File: src/rtl/i2c_master_wr.sv
// Single-byte I2C write engine: START, 7-bit address + W, one data byte, STOP.
// Each bus phase is 4 quarters of CLK_DIV clocks; SCL/SDA drives are registered from next-state.
module i2c_master_wr #(
  parameter int dataWidth = 32,
  parameter int CLK_DIV   = 250
) (
  input  logic                 clk,
  input  logic                 reset,
  input  logic                 startbit,
  input  logic                 resetbit,
  input  logic                 it_enable,
  input  logic [dataWidth-1:0] per_addr,
  input  logic [dataWidth-1:0] per_data,
  input  logic                 sda_i,
  output logic                 scl_o,
  output logic                 sda_oe,
  output logic                 busy,
  output logic                 done,
  output logic                 ack_err,
  output logic                 irq
);

  localparam int CW = $clog2(CLK_DIV);
  localparam logic [CW-1:0] CNT_MAX = CW'(CLK_DIV - 1);

  typedef enum logic [2:0] {IDLE, START, ADDR, AACK, DATA, DACK, STOP} state_e;

  state_e        state_q, state_d;
  logic [CW-1:0] cnt_q, cnt_d;
  logic [1:0]    qtr_q, qtr_d;
  logic [2:0]    bit_q, bit_d;
  logic [7:0]    sh_q, sh_d;
  logic [7:0]    data_q;
  logic          scl_q, scl_d, oe_q, oe_d;
  logic          busy_q, done_q, ack_err_q, irq_q;

  logic accept, phase_end, ack_smp, finish;
  logic unused_hi;

  assign unused_hi = ^{per_addr[dataWidth-1:7], per_data[dataWidth-1:8]};

  assign accept    = (state_q == IDLE) && startbit && !resetbit;
  assign phase_end = (qtr_q == 2'd3) && (cnt_q == CNT_MAX);
  assign ack_smp   = ((state_q == AACK) || (state_q == DACK)) && (qtr_q == 2'd2) && (cnt_q == CNT_MAX);
  assign finish    = (state_q == STOP) && phase_end && !resetbit;

  always_comb begin
    state_d = state_q;
    cnt_d   = cnt_q;
    qtr_d   = qtr_q;
    bit_d   = bit_q;
    sh_d    = sh_q;
    if (state_q != IDLE) begin
      cnt_d = (cnt_q == CNT_MAX) ? '0 : cnt_q + 1'b1;
      if (cnt_q == CNT_MAX) qtr_d = qtr_q + 2'd1;
    end
    if (accept) begin
      state_d = START;
      sh_d    = {per_addr[6:0], 1'b0};
    end else if (phase_end) begin
      case (state_q)
        START: begin
          state_d = ADDR;
          bit_d   = 3'd0;
        end
        ADDR, DATA: begin
          sh_d  = {sh_q[6:0], 1'b0};
          bit_d = bit_q + 3'd1;
          if (bit_q == 3'd7) state_d = (state_q == ADDR) ? AACK : DACK;
        end
        // An address NACK skips the data byte and closes the bus immediately
        AACK: begin
          state_d = ack_err_q ? STOP : DATA;
          sh_d    = data_q;
          bit_d   = 3'd0;
        end
        DACK:    state_d = STOP;
        default: state_d = IDLE;
      endcase
    end
    if (resetbit) begin
      state_d = IDLE;
      cnt_d   = '0;
      qtr_d   = 2'd0;
      bit_d   = 3'd0;
    end
  end

  always_comb begin
    scl_d = 1'b1;
    oe_d  = 1'b0;
    case (state_d)
      START: oe_d = qtr_d[1];
      ADDR, DATA: begin
        scl_d = qtr_d[1];
        oe_d  = ~sh_d[7];
      end
      AACK, DACK: scl_d = qtr_d[1];
      STOP: begin
        scl_d = (qtr_d != 2'd0);
        oe_d  = ~qtr_d[1];
      end
      default: ;
    endcase
  end

  always_ff @(posedge clk) begin
    if (reset) begin
      state_q   <= IDLE;
      cnt_q     <= '0;
      qtr_q     <= 2'd0;
      bit_q     <= 3'd0;
      sh_q      <= 8'd0;
      data_q    <= 8'd0;
      scl_q     <= 1'b1;
      oe_q      <= 1'b0;
      busy_q    <= 1'b0;
      done_q    <= 1'b0;
      ack_err_q <= 1'b0;
      irq_q     <= 1'b0;
    end else begin
      state_q <= state_d;
      cnt_q   <= cnt_d;
      qtr_q   <= qtr_d;
      bit_q   <= bit_d;
      sh_q    <= sh_d;
      if (accept) data_q <= per_data[7:0];
      scl_q   <= scl_d;
      oe_q    <= oe_d;
      busy_q  <= (state_d != IDLE);
      done_q  <= finish;
      if (resetbit || accept)       ack_err_q <= 1'b0;
      else if (ack_smp && sda_i)    ack_err_q <= 1'b1;
      if (resetbit || accept)       irq_q <= 1'b0;
      else if (finish && it_enable) irq_q <= 1'b1;
    end
  end

  assign scl_o   = scl_q;
  assign sda_oe  = oe_q;
  assign busy    = busy_q;
  assign done    = done_q;
  assign ack_err = ack_err_q;
  assign irq     = irq_q;

endmodule

File: config.mk
export PLATFORM = sky130hd
export DESIGN_NAME = i2c_master_wr
export DESIGN_NICKNAME = d
export VERILOG_FILES = /design/src/rtl/i2c_master_wr.sv
export SDC_FILE = /design/constraint.sdc
export NUM_CORES = 1
export LEC_CHECK = 0
export CORE_MARGIN = 2
export CORE_UTILIZATION = 25
export DETAILED_ROUTE_END_ITERATION = 7
export PLACE_DENSITY = 0.63
export SLEW_MARGIN = 20
export SYNTH_ARGS = -nofsm -noshare
export SYNTH_HDL_FRONTEND = slang
export SYNTH_SLANG_ARGS = --single-unit
File: constraint.sdc
create_clock -name clk -period 1.85 [get_ports clk]
set_input_delay 0.4625 -clock clk [delete_from_list [all_inputs] [get_ports clk]]
set_output_delay 0.4625 -clock clk [all_outputs]
set_load 0.01 [all_outputs]
# Word level (Yosys, flattened, before mapping)
# Index checks and enable logic that the tools add are counted.
# totals
regBits	38
latchBits	0
ramBits	0
romBits	0
in_bits	70
out_inout_bits	6
elab_cells	83
mem_count	0
# classes
addsub	3
mul	0
div	0
magnitude_cmp	0
eq_ne	16
shift	0
mux	17
n_bitwise	3
reduce_logical	30
# ops
op	n
$mux 8	3
$eq 3x3->1 const B	7
$pmux 8 s2	1
$mux 3	5
$eq 3x2->1 const B	4
$pmux 3 s4	1
$reduce_or 2->1	6
$logic_and 1x1->1	9
$reduce_bool 3->1	3
$add 8x1->8 const B	1
$eq 8x8->1 const B	1
$mux 2	4
$reduce_bool 2->1	4
$eq 3x1->1 const B	2
$pmux 3 s2	1
$eq 2x2->1 const B	2
$reduce_and 2->1	2
$reduce_or 4->1	1
$add 3x1->3 const B	1
$logic_not 3->1	1
$not 1->1	3
$pmux 1 s3	1
$reduce_and 3->1	1
$add 2x1->2 const B	1
3 further kinds	4

# Depth between registers and ports, before layout
# Gate-level depths: netlist of the first run.
# logic_depth
word_depth	10
mapped_depth	9
depth_no_buf	9

# Least setup slack after synthesis of the first run
# OpenSTA, ideal clock, no wires.
# synth_timing
path_kind	register -> register
startpoint	reg cnt_q[1]
endpoint	reg oe_q (netlist: sda_oe)
setup_time_ns	0.119
t_arrival_ns	1.767
required_time_ns	1.731
setup_slack_ns	-0.035
stages_incl_launch_ff	10
path_buffers	0
synth_period_minus_slack_ns	1.885
path_cell_list	dfxtp_1 -> inv_1 -> ha_1 -> and2_1 -> and3_4 -> mux2i_1 -> or3_4 -> a32oi_2 -> o22ai_1 -> o2bb2ai_1
# synth_via
elab_chain_len	8
elab_cells_between_ends	18
cone_classes	5 x eq/ne; 9 x mux; 2 x bitwise; 2 x reduce/logical
# synth_lines
item	line_no	rtl
from (decl)	29	logic [CW-1:0] cnt_q, cnt_d;
from (signal assigned)	123	cnt_q <= cnt_d;
$eq 8x8->1 *	43, 55	
$logic_and 1x1->1	43	assign phase_end = (qtr_q == 2'd3) && (cnt_q == CNT_MAX);
$mux 3	60	end else if (phase_end) begin
$mux 3	57	if (accept) begin
$mux 3	81	if (resetbit) begin
$eq 3x2->1 or $eq 3x3->1 (tied branches)	92	case (state_d)
$reduce_or 2->1	-	
$pmux 1 s3 *	92	
to (signal assigned)	116	oe_q <= 1'b0;
to (signal assigned)	129	oe_q <= oe_d;
to (decl)	34	logic scl_q, scl_d, oe_q, oe_d;
# Every way passes the cells marked *; elsewhere a longest branch is shown, timed or not. The select of a mux whose other input is x is not followed.
# A chain may end at the register's enable or synchronous reset.

# Worst setup path after layout of the first run
# Ends and elaborated chain as after synthesis.

==> results, run 1 <==
- The sequential cell fraction of total power is 0.486.
- The flow ran to the end, but the final reports show violations.
- For this run, the top clock speed supported by timing is 0.513 GHz.
- The maximum vdd drop is 0.000300 V.
- On the worst path, the slowest cell contributes a delay of around 0.37 ns.
- Along the worst hold path, the cell count comes to 2.
- In this run the remaining antenna-violating nets after routing total 0.
- The wire length after detailed routing is approximately 4.7 mm.
- The post-place setup slack is -0.293 ns.
- The first-pass detailed-route iteration total is 5.
- Yosys attributes the largest share of cell area to sky130_fd_sc_hd__dfxtp_1 42%, sky130_fd_sc_hd__nor2_1 7.8%, sky130_fd_sc_hd__nand2_1 6.0%.
- The clock passes through at most 2 buffers.
- In this run the critical register-to-register path is launched from cnt_q[1]$_SDFFE_PP0P_.
- After detailed routing, the number of vias per cell comes to about 4.6.
- The die covers around 8000 µm².
- The reg-to-reg setup timing slack is -0.1 ns.
- The area of the mapped netlist is 1820 µm².
- The number of nets handed over by synthesis was roughly 300.
- The leading area contributor after synthesis is sky130_fd_sc_hd__dfxtp_1.
- In this run the power density over the cells is between 600 and 700 nW/µm².
- The net switching fraction of the power is 0.219.
- After synthesis, the mean cell area works out to 8.27 µm².
- Of the synthesized area, sequential elements account for 0.418.
- The via count of the first global-routing pass is around 1700.
- The number of buffers inserted during clock tree synthesis is 5.
- The internal power of the cells totals roughly 0.0014 W.
- The number of standard-cell rows in the floorplan is 31.
- For the pin with the worst max-slew slack, the measured transition is between 0.3 and 0.4 ns.
- The placeable core region is 7140 µm².
- During synthesis, Yosys emitted a total of 0 warnings.
- The total via count in the routed design is between 1500 and 2000.
- Across all setup checks in the final design, the least slack found is -0.0976 ns.
- The worst setup path is launched from a flip-flop.
- Entering global routing, the biggest net connects 19 pins.
- The number of levels in the clock H-tree is 2.
- The number of max-cap violations is 0.
- The number of input and output port buffers inserted is 26.
- For this run, the post-layout net count is about 360.
- The design area is roughly 2600 µm².
- The shortest clock period the worst path allows after layout is ~2 ns.
- The area growth from synthesis to layout is 44.9%.
- The worst flop-to-flop path endpoint is sda_oe$_SDFF_PP0_.
- The sort of element at the end of the critical path is a flip-flop.
- The number of antenna repair diodes is 0.
- The detail-routed net length per standard cell is roughly 12 µm.
- The clock reaches the later pin of the worst-skew pair after about 0.29 ns.
- In this run the power spent charging and discharging nets is about 0.00038 W.
- The destination of the critical timing path is sda_oe$_SDFF_PP0_.
- The static leakage is roughly 1.0 nW.
- The total clock sinks is 38.
- The remaining global-route overflow is 0.
- In this run the worst setup path begins at cnt_q[1]$_SDFFE_PP0P_.
- Buffers inserted to repair hold after CTS numbered 0.
- The number of enable flip-flop cells after synthesis is 0.
- In this run, distinct cell masters in the synthesized netlist total 44.
- The worst endpoint data arrival time is 2.13 ns.
- Routability-driven placement finished with a final weighted congestion of 0.833.
- The top-area cell type share of the netlist area is 0.418.
- The sum of internal, switching and leakage power is roughly 0.0017 W.
- The biggest fanout along the worst timing path is 4.
- The critical path goes through inv_2 -> ha_4 -> and2_4 -> and3_4 -> mux2i_1 -> or3_4 -> a32oi_2 -> o22ai_1 -> o2bb2ai_1.
- The root buffer cell is sky130_fd_sc_hd__clkbuf_8.
- The data required time at the worst endpoint is between 2 and 2.5 ns.
- Between clock sinks in the finished design, the worst skew comes to 0.00449 ns.
- The total global routing track utilization is 0.121.
- After detailed routing, the number of remaining DRC violations is 0.
- Of the available clock period, the critical path in the final layout requires 1.05.
- The layout filler cell count is around 750.
- The predominant post-synthesis flop cell is sky130_fd_sc_hd__dfxtp_1.
- The effective utilization at floorplan is 0.255.
- The min-delay analysis places its worst path in the category flip-flop to flip-flop.
- The share of total power dissipated in combinational logic is 0.100.
- By startpoint and endpoint, the worst setup path is classified as flip-flop to flip-flop.
- The checks that failed: setup timing.
- The horizontal extent of the die is 89.3 µm.
- After synthesis the netlist holds a flip-flop and latch count of 38.
- The clock transition at the registers of the reported paths is roughly 0.07 ns.
- 76 I/O pins were placed.
- The cell area after placement is about 2400 µm².
- The cell count of the worst reg-to-reg path is 9.
- Of the total power, the clock network draws 0.414.
- Counting every instance in the synthesized netlist gives 220.
- Summed over all nets, the half-perimeter wirelength after detailed placement is 3.42 mm.
- The initial antenna violation count was 0.
- The async set-reset flop share out of synthesis is 0.
- The final count of negative-setup-slack endpoints is 1.
- The first global-routing pass estimated around 7.5 mm of wire.
- The final count of hold timing violations was 0.
- The fraction of layout cells with a size suffix above 1 is 0.263.
- By count the netlist is led by 38 x sky130_fd_sc_hd__dfxtp_1, 38 x sky130_fd_sc_hd__nor2_1, 29 x sky130_fd_sc_hd__nand2_1.
- The final max-slew violation count is 0.
- The slowest stage of the critical path is the sky130_fd_sc_hd__or3_4 cell.
- Adding up every negative setup slack in the final design gives -0.0976 ns.
- The die height is 89.3 µm.
- In this run, the number of DRC markers left after iteration 0 of detailed routing was 80.
- In this run the tightest slew margin relative to its limit is 0.775.
- TritonCTS built the clock tree.
- Setup repair after global routing could not meet its margin everywhere.
==> worst min-delay path by stage <==
stage	slack [ns]	startpoint	endpoint
after floorplan	0.43	data_q[0]$_SDFFE_PP0P_	data_q[0]$_SDFFE_PP0P_
after global placement	0.45	data_q[0]$_SDFFE_PP0P_	data_q[0]$_SDFFE_PP0P_
after detailed placement	0.45	data_q[2]$_SDFFE_PP0P_	data_q[2]$_SDFFE_PP0P_
after CTS	0.46	data_q[0]$_SDFFE_PP0P_	data_q[0]$_SDFFE_PP0P_
after global routing	0.48	data_q[0]$_SDFFE_PP0P_	data_q[0]$_SDFFE_PP0P_
final	0.46	data_q[0]$_SDFFE_PP0P_	data_q[0]$_SDFFE_PP0P_
==> layout make-up <==
| type | count | area (µm²) | area share |
|---|---|---|---|
| Clock buffer | 6 | 82.6 | 0.0313 |
| Clock inverter | 1 | 30.0 | 0.0114 |
| Inverter | 4 | 15.0 | 0.00570 |
| Multi-Input combinational cell | 166 | 1060 | 0.401 |
| Sequential cell | 38 | 768 | 0.291 |
| Tap cell | 99 | 124 | 0.0470 |
| Timing Repair Buffer | 66 | 561 | 0.213 |
==> logic make-up after synthesis <==
group	synth area share
and+or+nand+nor	0.262
AOI/OAI and AO/OA	0.183
DFF	0.418
buffers and inverters	0.0364
xor gates and xnor gates	0.0475
adders and majority gates	0.0413
muxes	0.0117
==> power groups by stage <==
stage / Sequential, W / Clock, W / Combinational (W)
floorplan: 0.000866 / 0 / 0.0000742
global placement: 0.000868 / 0 / 0.000168
detailed placement: 0.000868 / 0 / 0.000170
CTS: 0.000849 / 0.000739 / 0.000171
global route: 0.000852 / 0.000778 / 0.000190
finish: 0.000850 / 0.000724 / 0.000174
==> cell usage in the layout, fill, tap and decap left out, types with 2 or more instances in the layout <==
cell	Yosys	layout
sky130_fd_sc_hd__buf_4	0	40
sky130_fd_sc_hd__nor2_1	38	36
sky130_fd_sc_hd__dfxtp_1	38	32
sky130_fd_sc_hd__nand2_1	29	29
sky130_fd_sc_hd__clkdlybuf4s50_1	0	26
sky130_fd_sc_hd__a21oi_1	15	15
sky130_fd_sc_hd__nor3_1	9	9
sky130_fd_sc_hd__a22oi_1	7	7
sky130_fd_sc_hd__a221oi_1	6	6
sky130_fd_sc_hd__clkbuf_8	0	6
sky130_fd_sc_hd__dfxtp_2	0	6
sky130_fd_sc_hd__xor2_1	4	4
sky130_fd_sc_hd__xnor2_1	4	4
sky130_fd_sc_hd__nand3_1	5	4
sky130_fd_sc_hd__ha_1	6	4
sky130_fd_sc_hd__inv_1	4	3
sky130_fd_sc_hd__and3_1	3	3
sky130_fd_sc_hd__nand4_1	3	3
sky130_fd_sc_hd__o21ai_0	3	3
sky130_fd_sc_hd__or3_4	1	2
sky130_fd_sc_hd__a211oi_1	2	2
sky130_fd_sc_hd__nor2_2	1	2
sky130_fd_sc_hd__a32oi_1	2	2
sky130_fd_sc_hd__nand2b_1	2	2
sky130_fd_sc_hd__a31oi_1	2	2
sky130_fd_sc_hd__o211ai_1	2	2
sky130_fd_sc_hd__a21o_1	2	2
sky130_fd_sc_hd__ha_4	0	2
==> flip-flops by register name, indices dropped and copies added (netlist names) <==
| register | flops |
|---|---|
| scl_o | 1 |
| busy | 1 |
| qtr_q | 2 |
| state_q | 3 |
| bit_q | 3 |
| data_q | 8 |
| done | 1 |
| ack_err | 1 |
| cnt_q | 8 |
| irq | 1 |
| sh_q | 8 |
| sda_oe | 1 |
==> critical path, delay by kind of cell (launching register included) <==
family          cells  cell delay [ns]
simple gates        3             0.69
compound gates      3             0.48
mux                 1             0.13
flops               1             0.34
buf+inv             1             0.04
fa+ha+maj           1             0.15
==> metrics by stage <==
| step | cells | hold slack, ns | util |
|---|---|---|---|
| 6_report | 380 | 0.459 | 0.369 |
| 5_1_grt | 380 | 0.484 | 0.369 |
| 4_1_cts | 382 | 0.463 | 0.363 |
| 3_5_place_dp | 371 | 0.451 | 0.342 |
| 3_3_place_gp | 371 | 0.449 | 0.342 |
| 2_1_floorplan | 220 | 0.432 | - |
==> repair_timing <==
action,4_1_cts,5_1_grt
setup endpoints to repair,7,13
pin swaps,1,6
gates resized for setup,3,18
setup buffers,4,0
==> routing by layer <==
layer	wire length, µm	up-vias	part of all wire	track usage
li1	-	888	-	-
met1	2000	831	0.43	0.142
met2	2430	33	0.52	0.213
met3	146	5	0.031	0.0268
met4	84	0	0.018	0.0502
met5	0	-	0	0
Power figures use the tool's default switching activity.
==> run 2, diff against run 1 <==
--- a/config.mk
+++ b/config.mk
@@ -9,6 +9,7 @@
 export CORE_UTILIZATION = 25
 export DETAILED_ROUTE_END_ITERATION = 7
 export PLACE_DENSITY = 0.63
+export RECOVER_POWER = 25
 export SLEW_MARGIN = 20
 export SYNTH_ARGS = -nofsm -noshare
 export SYNTH_HDL_FRONTEND = slang
==> results, run 2 (synthesis gave the netlist of run 1 again) <==
- The flow ran to the end, but the final reports show violations.
- The checks that failed: setup timing.
- The shortest clock period the worst path allows after layout is 1.95 ns (-0.00128 ns).
- The wire length after detailed routing is 4.65 mm (-0.24%).
- The static leakage came to 0.991 nW (-0.90%).
- CTS placed an instance of sky130_fd_sc_hd__clkbuf_8 at the clock tree root.
- The final cell count without fillers is 380 (unchanged).
- The initial antenna violation count came to 0 (unchanged).
- The post-route clock skew is 0.00401 ns (-0.000480 ns).
- The number of input and output port buffers inserted is 26 (unchanged).
- The layout filler cell count is 754 (+0.80%).
- The mean number of vias per cell is 4.57 (-1.1%).
- The post-layout net count came to 357 (unchanged).
- The maximum vdd drop is 0.000300 V (about the same).
- The sum of internal, switching and leakage power is 0.00174 W (-0.23%).
- The post-place setup slack is -0.293 ns (unchanged).
- The synthesis-to-finish area growth is 44.1%.
- The hold buffer count at CTS was 0 (unchanged).
- The total via count in the routed design is 1738 (-1.1%).
- The maximum clock frequency was 0.514 GHz (about the same).
- The area of the multi-input gates came to 1050 µm² (-0.47%).
- The met3 wire length came to 142 µm (-2.7%).
- The setup slack after layout is -0.0963 ns (+0.00128 ns).
- The combined buffer and inverter count along the critical path is 1 (unchanged).
- Walking the worst path, the cells encountered are inv_2 -> ha_4 -> and2_4 -> and3_4 -> mux2i_1 -> or3_4 -> a32oi_2 -> o22ai_1 -> o2bb2ai_1.
- The setup TNS after final layout is -0.101 ns (-0.00326 ns).
- The number of antenna repair diodes is 0 (unchanged).
- The fraction of layout cells with a size suffix above 1 is 0.253 (-0.0107).
- The horizontal extent of the die is 89.3 µm (unchanged).
- The final count of negative-setup-slack endpoints is 2 (+1).
- The routability congestion estimate from global placement is 0.833 (unchanged).
- The wire length of the first global-routing pass is 7.52 mm (unchanged).
- Setup repair after global routing could not meet its margin everywhere.
- The count of antenna-violating nets left after detailed routing is 0 (unchanged).
- The critical path is of the flip-flop to flip-flop type.
- In the final layout, the registers with the most flip-flops are cnt_q x8, data_q x8, sh_q x8.
- The via count of the first global-routing pass is 1662 (unchanged).
- The slowest stage of the critical path is the sky130_fd_sc_hd__or3_4 cell.
- The delay of the slowest critical-path stage is 0.37 ns (about the same).
- The number of top-level design ports came to 76 (unchanged).
- The latest clock arrival within the worst-skew pair was 0.29 ns (about the same).
- The biggest fanout along the worst timing path is 4 (unchanged).
- The first-pass detailed-route iteration total was 4 (-1).
- The pin count of the biggest net entering global routing is 19 (unchanged).
- The most frequent standard cell in the layout excluding fill and tap cells is sky130_fd_sc_hd__buf_4.
- The number of levels in the clock H-tree is 2 (unchanged).
- The relative slew slack is 0.770 (-0.00441).
- The uppermost signal routing layer after detailed routing is met4.
- The met1 layer wirelength in the final routing is 1.99 mm (-0.45%).
- The number of buffers inserted during clock tree synthesis is 5 (unchanged).
- The length of routed met2 wiring is 2.43 mm (+0.12%).
- The number of DRC violations after detailed-routing iteration 0 came to 82 (+2.5%).
- The number of placed instances, taps included was 371 (unchanged).
- The family with the most delay on the worst path is simple AND/OR/NAND/NOR gates.
- The DRC violation count after routing is 0 (unchanged).
- The slew of the pin with the lowest slew margin came to 0.343 ns (+0.00658 ns).
- The detail-routed net length per standard cell is 12.2 µm (-0.24%).
- The number of max-cap violations came to 0 (unchanged).
- The critical path launch point type is a flip-flop.
- The buffer levels on the longest clock path is 2 (unchanged).
- The final max-slew violation count is 0 (unchanged).
- The full die area is 7980 µm² (unchanged).
- The placeable core region came to 7140 µm² (unchanged).
- The post-route fraction of the period consumed by the critical path is 1.05 (about the same).
- The ratio of total power to cell area was 665 nW/µm² (+0.34%).
- The remaining global-route overflow is 0 (unchanged).
- The final count of hold timing violations came to 0 (unchanged).
- The CTS tree is yes.
- The die height was 89.3 µm (unchanged).
- The total clock sinks is 38 (unchanged).
- The tightest min-delay check is of the flip-flop to flip-flop type.
- The effective utilization at floorplan is 0.255 (unchanged).
- STA classifies the critical path endpoint as a flip-flop.
- The worst endpoint data arrival time was 2.13 ns (about the same).
- The final HPWL from detailed placement is 3.42 mm (unchanged).
- The area occupied by registers is 768 µm² (unchanged).
- In the layout the commonest cells are 37 x sky130_fd_sc_hd__buf_4, 36 x sky130_fd_sc_hd__nor2_1, 32 x sky130_fd_sc_hd__dfxtp_1.
- The total global routing track utilization is 0.121 (unchanged).
- The data required time at the worst endpoint was 2.03 ns (about the same).
- The clock transition at the registers of the reported paths was 0.07 ns (about the same).
- The number of standard-cell rows in the floorplan is 31 (unchanged).
-- run 2: cell count changes in the layout (fill, tap and decap cells not counted) --
cell and change:
sky130_fd_sc_hd__buf_4 -3, sky130_fd_sc_hd__clkbuf_1 +2, sky130_fd_sc_hd__nor3_2 -1, sky130_fd_sc_hd__clkbuf_2 +1, sky130_fd_sc_hd__nor3_1 +1
-- run 2: worst register-to-register path: cells and delay by family, from the launching register on --
kind	cells	cell delay, ns
mux	1	0.13
buf+inv	1	0.04
simple gates	3	0.69
flops	1	0.34
compound gates	3	0.49
fa+ha+maj	1	0.15
-- run 2: final timing paths --
check / startpoint / end / slack (ns) / cells past startpoint
setup / recovery: cnt_q[1]$_SDFFE_PP0P_ / sda_oe$_SDFF_PP0_ / -0.1 / 9
setup reg to reg: cnt_q[1]$_SDFFE_PP0P_ / sda_oe$_SDFF_PP0_ / -0.1 / 9
hold / removal: data_q[0]$_SDFFE_PP0P_ / data_q[0]$_SDFFE_PP0P_ / 0.46 / 2
hold reg to reg: data_q[0]$_SDFFE_PP0P_ / data_q[0]$_SDFFE_PP0P_ / 0.46 / 2
-- run 2: what timing repair did --
item	4_1_cts	5_1_grt
pin swaps	1	6
setup buffers	4	0
setup endpoints to repair	7	13
gates resized for setup	3	18
-- run 2: routing by layer --
| layer | up-vias | GRT usage |
|---|---|---|
| li1 | 889 | - |
| met1 | 818 | 0.142 |
| met2 | 26 | 0.213 |
| met3 | 5 | 0.0268 |
| met4 | 0 | 0.0502 |
| met5 | - | 0 |
-- run 2: cell type report --
| class | instances | area share |
|---|---|---|
| clock buffers | 6 | 0.0315 |
| flip-flops and latches | 38 | 0.293 |
| clock inverters | 1 | 0.0115 |
| multi-input cells | 166 | 0.401 |
| inverters | 4 | 0.00573 |
| repair buffers | 66 | 0.210 |
| well taps | 99 | 0.0473 |
-- run 2: power breakdown --
group / leakage [nW] / switching, W / internal [W]
clock network: 0.0573 / 0.000291 / 0.000431
registers: 0.311 / 0.0000119 / 0.000838
logic: 0.623 / 0.0000776 / 0.0000937
total: 0.991 / 0.000381 / 0.00136
-- run 2: metrics by stage --
stage	cell area, µm²	hold WS, ns	util
floorplan	1820	0.432	-
global placement	2440	0.449	0.342
detailed placement	2440	0.451	0.342
CTS	2590	0.463	0.363
global route	2620	0.484	0.367
finish	2620	0.459	0.367
==> run 3, diff against run 2 <==
--- a/config.mk
+++ b/config.mk
@@ -6,9 +6,9 @@
 export NUM_CORES = 1
 export LEC_CHECK = 0
 export CORE_MARGIN = 2
-export CORE_UTILIZATION = 25
+export CORE_UTILIZATION = 38
 export DETAILED_ROUTE_END_ITERATION = 7
-export PLACE_DENSITY = 0.63
+export PLACE_DENSITY = 0.84
 export RECOVER_POWER = 25
 export SLEW_MARGIN = 20
 export SYNTH_ARGS = -nofsm -noshare
==> results, run 3 (synthesis gave the netlist of run 1 again) <==
- The number of buffers inserted during clock tree synthesis is 5 (unchanged).
- The post-layout net count is 354 (-0.84%).
- The static leakage was 0.987 nW (-0.44%).
- The ratio of total power to cell area came to 608 nW/µm² (-8.6%).
- The detail-routed net length per standard cell is 13.8 µm (+12%).
- The pin count of the biggest net entering global routing came to 20 (+1).
- The placeable core region is 4660 µm² (-35%).
- The final HPWL from detailed placement is 3.13 mm (-8.5%).
- The maximum clock frequency came to 0.523 GHz (+1.7%).
- Setup repair after global routing could not meet its margin everywhere.
- The root buffer cell is sky130_fd_sc_hd__clkbuf_8.
- The wire length after detailed routing is 4.57 mm (-1.7%).
- The count of antenna-violating nets left after detailed routing is 0 (unchanged).
- The total global routing track utilization is 0.176 (+0.0551).
- The mean number of vias per cell is 5.38 (+18%).
- The final reports fail on setup timing.
- The final count of hold timing violations is 0 (unchanged).
- The critical path launch point type is a flip-flop.
- The initial antenna violation count came to 0 (unchanged).
- The total clock sinks is 38 (unchanged).
- The number of standard-cell rows in the floorplan is 25 (-19%).
- The standard cell with the maximum stage delay on the critical path is sky130_fd_sc_hd__or3_4.
- The sort of element at the end of the critical path is a flip-flop.
- The DRC violation count after routing was 0 (unchanged).
- The shortest clock period the worst path allows after layout is 1.91 ns (-0.0333 ns).
- The effective utilization at floorplan is 0.390 (+0.135).
- The via count of the first global-routing pass was 1818 (+9.4%).
- In the final layout, the registers with the most flip-flops are cnt_q x8, data_q x8, sh_q x8.
- The setup slack after layout is -0.0630 ns (+0.0333 ns).
- The routability congestion estimate from global placement came to 0.817 (-1.9%).
- The slew of the pin with the lowest slew margin came to 0.406 ns (+0.0626 ns).
- The number of antenna repair diodes is 0 (unchanged).
- The total via count in the routed design is 1787 (+2.8%).
- The full die area is 5360 µm² (-33%).
- The setup TNS after final layout is -0.102 ns (-0.00119 ns).
- The buffer levels on the longest clock path is 2 (unchanged).
- The relative slew slack is 0.730 (-0.0409).
- The horizontal extent of the die is 73.2 µm (-18%).
- The synthesis-to-finish area growth is 41.9%.
- The number of max-cap violations is 0 (unchanged).
- The final count of negative-setup-slack endpoints came to 3 (+1).
- The CTS tree is yes.
- The die height came to 73.2 µm (-18%).
- The post-route fraction of the period consumed by the critical path came to 1.03 (-0.0180).
- The worst endpoint data arrival time is 2.09 ns (-0.04 ns).
- The reg-to-reg setup timing slack came to -0.06 ns (+0.03 ns).
- The wire length of the first global-routing pass came to 7.51 mm (-0.19%).
- The library cells used most frequently in the layout, excluding fill and tap cells, are 35 x sky130_fd_sc_hd__nor2_1, 31 x sky130_fd_sc_hd__dfxtp_1, 31 x sky130_fd_sc_hd__buf_4.
- The combined buffer and inverter count along the critical path is 1 (unchanged).
- The number of input and output port buffers inserted is 26 (unchanged).
- The sum of internal, switching and leakage power was 0.00157 W (-10%).
- The fraction of layout cells with a size suffix above 1 is 0.273 (+0.0207).
- The clock transition at the registers of the reported paths is 0.07 ns (about the same).
- The worst setup path is of the flip-flop to flip-flop kind.
- The number of DRC violations after detailed-routing iteration 0 is 114 (+39%).
- Walking the worst path, the cells encountered are inv_2 -> ha_4 -> and2_4 -> and3_4 -> mux2i_1 -> or3_4 -> a32oi_4 -> o22ai_2 -> o2bb2ai_2.
- The final core utilization is 0.554 (+0.187).
- The first-pass detailed-route iteration total was 4 (unchanged).
- The latest clock arrival within the worst-skew pair is 0.29 ns (about the same).
- Leaving out fill and tap cells, the most frequent cell in the layout is sky130_fd_sc_hd__nor2_1.
- The biggest fanout along the worst timing path is 4 (unchanged).
- On the critical path the largest part of the delay comes from simple AND/OR/NAND/NOR gates.
- The post-route clock skew came to 0.00653 ns (+0.00252 ns).
- The flow ran to the end, but the final reports show violations.
- The number of placed instances, taps included is 320 (-14%).
- The hold buffer count at CTS is 0 (unchanged).
- The final cell count without fillers is 332 (-13%).
- The delay of the slowest critical-path stage came to 0.38 ns (about the same).
- The worst hold path belongs to the class flip-flop to flip-flop.
- The number of levels in the clock H-tree came to 2 (unchanged).
- The final max-slew violation count was 0 (unchanged).
- The number of top-level design ports came to 76 (unchanged).
- The remaining global-route overflow was 0 (unchanged).
- The data required time at the worst endpoint is 2.03 ns (about the same).
- The maximum vdd drop was 0.000269 V (-10%).
run 3: cell count changes in the layout (fill, tap and decap cells not counted), sizes merged:
cell	before	now
clkbuf	9	6
clkdlybuf4s50	26	25
clkinv	0	2
buf	37	36
dlygate4sd3	0	1
bufinv	1	0
run 3: cell type report:
| class | count | area [µm²] |
|---|---|---|
| clock buffers | 5 | 68.8 |
| repair buffers | 63 | 553 |
| fillers | 391 | 2080 |
| multi-input cells | 166 | 1100 |
| well taps | 54 | 67.6 |
| flip-flops and latches | 38 | 769 |
| inverters | 4 | 15.0 |
| clock inverters | 2 | 10.0 |
run 3: through the flow:
step           hold slack, ns  area (µm²)  worst slack, ns
6_report                0.459        2580          -0.0630
5_1_grt                 0.491        2580           -0.161
4_1_cts                 0.461        2470          -0.0888
3_5_place_dp            0.448        2340           -0.275
3_3_place_gp            0.445        2340           -0.231
2_1_floorplan           0.432        1820           0.0191
run 3: final timing paths:
check,startpoint,to,cells after the start
worst max register to register,cnt_q[1]$_SDFFE_PP0P_,sda_oe$_SDFF_PP0_,9
worst max-delay path,cnt_q[1]$_SDFFE_PP0P_,sda_oe$_SDFF_PP0_,9
worst min register to register,data_q[7]$_SDFFE_PP0P_,data_q[7]$_SDFFE_PP0P_,2
worst min-delay path,data_q[7]$_SDFFE_PP0P_,data_q[7]$_SDFFE_PP0P_,2
run 3: report_power, final:
group / leakage (nW) / switching [W] / internal [W]
clock: 0.0438 / 0.000284 / 0.000253
sequential: 0.312 / 0.0000120 / 0.000839
combinational: 0.631 / 0.0000833 / 0.0000994
total: 0.987 / 0.000380 / 0.00119
run 3: worst min-delay path, stage by stage (launching register included):
cell and delay [ns]:
sky130_fd_sc_hd__dfxtp_1 0.31, sky130_fd_sc_hd__nand2_1 0.05, sky130_fd_sc_hd__a21oi_1 0.05
run 3: per-layer routing:
layer | wire, µm | part of all wire | up-vias | GRT usage
met2 | 2420 | 0.53 | 33 | 0.318
met1 | 1920 | 0.42 | 859 | 0.203
met4 | 90 | 0.020 | 0 | 0.0761
met3 | 144 | 0.031 | 10 | 0.0290
met5 | 0 | 0 | - | 0
li1 | - | - | 885 | -
run 3: timing repair:
item                                   in CTS  in global routing
setup buffers                               5                  2
pin swaps                                   3                  5
setup endpoints to repair                   8                 12
endpoints found under the hold margin       0                  0
cloned                                      0                  0
gates resized for setup                     8                 27
